==> src/rtl/pipe_stage_buf.sv <==
// Handshaked pipeline stage register with a two-entry skid buffer, flush-to-bubble
// support and saturating stall/flush statistics counters.
module pipe_stage_buf #(
  parameter int DATA_W = 32,
  parameter int CTRL_W = 16,
  parameter int CNT_W  = 16
) (
  input  logic              clk,
  input  logic              reset,
  input  logic              flush,
  input  logic              in_valid,
  output logic              in_ready,
  input  logic [DATA_W-1:0] in_data,
  input  logic [CTRL_W-1:0] in_ctrl,
  output logic              out_valid,
  input  logic              out_ready,
  output logic [DATA_W-1:0] out_data,
  output logic [CTRL_W-1:0] out_ctrl,
  output logic [1:0]        occupancy,
  output logic [CNT_W-1:0]  stall_cnt,
  output logic [CNT_W-1:0]  flush_cnt
);

  // State encoding equals the number of held entries, so it doubles as occupancy.
  localparam logic [1:0] S_EMPTY = 2'd0;
  localparam logic [1:0] S_ONE   = 2'd1;
  localparam logic [1:0] S_FULL  = 2'd2;

  localparam logic [CNT_W-1:0] CNT_MAX = '1;

  logic [1:0]        r_state;
  logic [DATA_W-1:0] r_main_data;
  logic [CTRL_W-1:0] r_main_ctrl;
  logic [DATA_W-1:0] r_skid_data;
  logic [CTRL_W-1:0] r_skid_ctrl;
  logic [CNT_W-1:0]  r_stall_cnt;
  logic [CNT_W-1:0]  r_flush_cnt;

  logic w_in_fire;
  logic w_out_fire;
  logic w_stall;

  assign in_ready   = (r_state != S_FULL);
  assign out_valid  = (r_state != S_EMPTY);
  assign w_in_fire  = in_valid & in_ready;
  assign w_out_fire = out_valid & out_ready;
  assign w_stall    = out_valid & ~out_ready;

  assign out_data  = r_main_data;
  assign out_ctrl  = r_main_ctrl;
  assign occupancy = r_state;
  assign stall_cnt = r_stall_cnt;
  assign flush_cnt = r_flush_cnt;

  // NOTE: non-blocking assignments throughout so every register samples pre-edge values.
  // NOTE: both entries are reset and cleared when vacated, so a bubble always reads zero.
  always_ff @(posedge clk) begin
    if (!reset) begin
      r_state     <= S_EMPTY;
      r_main_data <= '0;
      r_main_ctrl <= '0;
      r_skid_data <= '0;
      r_skid_ctrl <= '0;
    end else if (flush) begin
      r_state     <= S_EMPTY;
      r_main_data <= '0;
      r_main_ctrl <= '0;
      r_skid_data <= '0;
      r_skid_ctrl <= '0;
    end else begin
      case (r_state)
        S_EMPTY: begin
          if (w_in_fire) begin
            r_main_data <= in_data;
            r_main_ctrl <= in_ctrl;
            r_state     <= S_ONE;
          end
        end
        S_ONE: begin
          if (w_in_fire && w_out_fire) begin
            r_main_data <= in_data;
            r_main_ctrl <= in_ctrl;
          end else if (w_in_fire) begin
            r_skid_data <= in_data;
            r_skid_ctrl <= in_ctrl;
            r_state     <= S_FULL;
          end else if (w_out_fire) begin
            r_main_data <= '0;
            r_main_ctrl <= '0;
            r_state     <= S_EMPTY;
          end
        end
        S_FULL: begin
          if (w_out_fire) begin
            r_main_data <= r_skid_data;
            r_main_ctrl <= r_skid_ctrl;
            r_skid_data <= '0;
            r_skid_ctrl <= '0;
            r_state     <= S_ONE;
          end
        end
        default: begin
          r_state <= S_EMPTY;
        end
      endcase
    end
  end

  // Statistics: flush does not clear the stall counter.
  always_ff @(posedge clk) begin
    if (!reset) begin
      r_stall_cnt <= '0;
      r_flush_cnt <= '0;
    end else begin
      if (w_stall && (r_stall_cnt != CNT_MAX)) begin
        r_stall_cnt <= r_stall_cnt + 1'b1;
      end
      if (flush && (r_state != S_EMPTY) && (r_flush_cnt != CNT_MAX)) begin
        r_flush_cnt <= r_flush_cnt + 1'b1;
      end
    end
  end

endmodule

==> config.mk <==
export PLATFORM = sky130hd
export DESIGN_NAME = pipe_stage_buf
export DESIGN_NICKNAME = d
export VERILOG_FILES = /design/src/rtl/pipe_stage_buf.sv
export SDC_FILE = /design/constraint.sdc
export NUM_CORES = 1
export LEC_CHECK = 0
export ABC_AREA = 0
export CORE_MARGIN = 2
export CORE_UTILIZATION = 40
export DETAILED_ROUTE_END_ITERATION = 12
export PLACE_DENSITY = 0.77
export SYNTH_ARGS = -nofsm -noshare
export SYNTH_HDL_FRONTEND = slang
export SYNTH_SLANG_ARGS = --single-unit
==> constraint.sdc <==
create_clock -name clk -period 5.05 [get_ports clk]
set_clock_uncertainty 0.1 [all_clocks]
set_input_delay 1.2625 -clock clk [delete_from_list [all_inputs] [get_ports clk]]
set_output_delay 1.2625 -clock clk [all_outputs]
set_load 0.01 [all_outputs]
==> run_results.csv <==
group,metric,value,unit
floorplanning,rows,43,
detailed_routing,wl_per_cell,15.82,um
cells_and_area,area_delta_synth_final,35.71,%
yosys,synthCells,644,
cells_and_area,drive_above_1_share,5.628,%
yosys,async_reset_ff_share,0,%
pwr,power.density,334.5,mW/mm^2
yosys,yosysSeqAreaShare,46.51,%
yosys,syn_area,0.005595,sq mm
clock_network,cts_tree,"done",
detailed_routing,dr.pass1.iters,5,
clock_network,post-cts-setup-buffer-count,0,
grt,grt_overflow,0,
floorplanning,die_x,122.3,um
worst_setup_path,required,5.27,ns
place,dpl.hpwl,8974,um
clock_network,clock_path_buffers,2,
yosys,yosysTopAreaCell,"dfxtp_1",
sta,fmax,0.2982,GHz
yosys,synthTopCellsByCount,"dfxtp_1 (130), nor2_1 (85), nand2_1 (63)",
clock_network,cts.sinks,130,
sta,slew_headroom,30.22,%
cells_and_area,register_area,0.002603,sq mm
clock_network,ctsHoldBuffers,0,
detailed_routing,finalWirelength,14930,um
worst_setup_path,critical_path_class,"input port to flip-flop",
yosys,ys.flop_type,"dfxtp_1",
cells_and_area,fin_nets,813,
grt,grt_max_degree,99,
clock_network,numCtsBuffers,17,
worst_setup_path,crit_path_end_kind,"flip-flop",
yosys,synth_warnings,0,
floorplanning,coreArea,0.01377,sq mm
yosys,synth_area_leaders,"dfxtp_1 (47%), a221oi_1 (7.5%), nand3b_1 (6.6%), nor2_1 (5.7%), a21oi_1 (4.9%)",
sta,fin_crit_sh,66.41,%
min_path,hold_path.class,"flip-flop to flip-flop",
sta,fin_crit,3.354,ns
clock_network,htree_levels,4,
place,dpl_worst_slack,1.268,ns
sta,rsz0062_at_grt,"no",
detailed_routing,drcViolationCount,0,
grt,grt_pass1_vias,4886,
cells_and_area,multiInputGateArea,0.002765,sq mm
sta,setup_viol_count_final,0,
run_status,status,"completed",
detailed_routing,post_drt_via_cell_ratio,5.533,
yosys,synth_most_common_cell,"dfxtp_1",
grt,grt_antenna_before_repair,0,
place,portBuffers,136,
sta,hold_viol,0,
flow_run,drv_cap,0,
place,routabilityCongestion,0.7884,
sta,setup_ws,1.696,ns
worst_setup_path,arrival,3.58,ns
clock_network,cts_resized,0,
yosys,synth_seq_cells,130,
yosys,yosysTopAreaCellShare,46.51,%
pwr,ir_worst_vdd,218.2,uV
pwr,power,2.540,mW
detailed_routing,ant_nets,0,
yosys,syn_area_per_cell,8.688,sq um
grt,grt_pass1_wl,23860,um
cells_and_area,stdcell_count,944,
worst_setup_path,crit_fanout,48,
sta,whs,0.3480,ns
detailed_routing,dr.first_iter.drc_count,386,
sta,drv_slew,0,
detailed_routing,dr_total_vias,5223,
yosys,synth-edff-count,0,
sta,fin_tns_setup,0,ns
place,place_inst,913,
clock_network,clk_pin_slew,0.05,ns
pwr,leakage,2.599,nW
yosys,syn-num-nets,705,
cells_and_area,antenna_cells,0,
floorplanning,dieArea,0.01495,sq mm
worst_setup_path,start_kind,"input port",
clock_network,cts_root_buf,"clkbuf_16",
yosys,synth.distinct_cells,46,
sta,worst-slew-pin-transition,1.047,ns
clock_network,clk_latency,0.41,ns
floorplanning,pin_count,137,
grt,grtUsageTotal,20.11,%
cells_and_area,num-fill-cells,1250,
floorplanning,initial_core_util,40.62,%
floorplanning,die_height,122.3,um
-- layer usage --
layer  vias up  part of all wire (%)  track usage [%]
li1       2516                     -                -
met1      2488                    46            25.90
met2       203                    46            32.26
met3        16                   6.7            5.390
met4         0                   1.3            7.543
met5         -                     0                0
-- worst max-delay path, cell delays in order --
cell and delay (ns):
clkdlybuf4s50_1 0.53, nand2_1 0.15, or3_1 0.38, nand2_2 0.74, a221oi_1 0.22, nor3_1 0.25
-- state kept, by name, summed over array words and instances (netlist names) --
| name | cells |
|---|---|
| out_ctrl | 16 |
| occupancy | 2 |
| flush_cnt | 16 |
| out_data | 32 |
| r_skid_ctrl | 16 |
| stall_cnt | 16 |
| r_skid_data | 32 |
-- final cells by class --
class                   instances  share of cell area [%]
clock inverters                 5                  0.6591
inverters                       8                  0.3955
flip-flops and latches        130                   34.27
repair buffers                141                   18.59
well taps                     180                   2.966
clock buffers                  26                   6.706
multi-input cells             454                   36.41
-- layout by cell type, fill, tap and decap left out, types with 3 or more instances in the layout --
cell / instances
or4_1: 3
clkbuf_16: 17
a221oi_1: 48
clkbuf_8: 5
nor2_1: 85
nand3b_1: 49
xor2_1: 15
dfxtp_1: 130
inv_1: 8
clkinv_2: 4
and3_1: 5
nand2_1: 62
nand4_1: 6
a21oi_1: 54
nand3_1: 6
buf_4: 4
clkbuf_1: 4
o211ai_1: 4
clkdlybuf4s50_1: 136
o2111ai_1: 6
nor4_1: 3
nor3_1: 53
ha_1: 8
xnor2_1: 13
and4_1: 3
-- cell families after synthesis --
| group | synth area share, % |
|---|---|
| xor gates and xnor gates | 4.383 |
| and+or+nand+nor | 26.92 |
| muxes | 0.3578 |
| AOI/OAI and AO/OA | 15.34 |
| buffers and inverters | 4.696 |
| DFF | 46.51 |
| adders and majority gates | 1.789 |
-- through the flow --
step / instance area (sq um) / util, %
finish: 7594 / 55.13
global route: 7594 / 55.13
CTS: 7594 / 55.13
detailed placement: 7034 / 51.07
global placement: 7034 / 51.07
floorplan: 5595 / -
-- path summary, 6_finish.rpt --
path                        start               to  slack [ns]  cells after the start
hold / removal    r_skid_data[24]  r_skid_data[24]        0.35                      2
setup reg to reg     occupancy[0]  r_skid_data[22]        1.81                      7
setup / recovery         in_valid      out_ctrl[7]        1.70                      6
hold reg to reg   r_skid_data[24]  r_skid_data[24]        0.35                      2
-- power by group --
group | internal, mW | switching (mW) | total [mW]
Sequential | 1.06 | 0.0198 | 1.08
Clock | 0.736 | 0.426 | 1.16
Combinational | 0.142 | 0.158 | 0.300
Note: power is estimated with default switching activity, not from simulation.
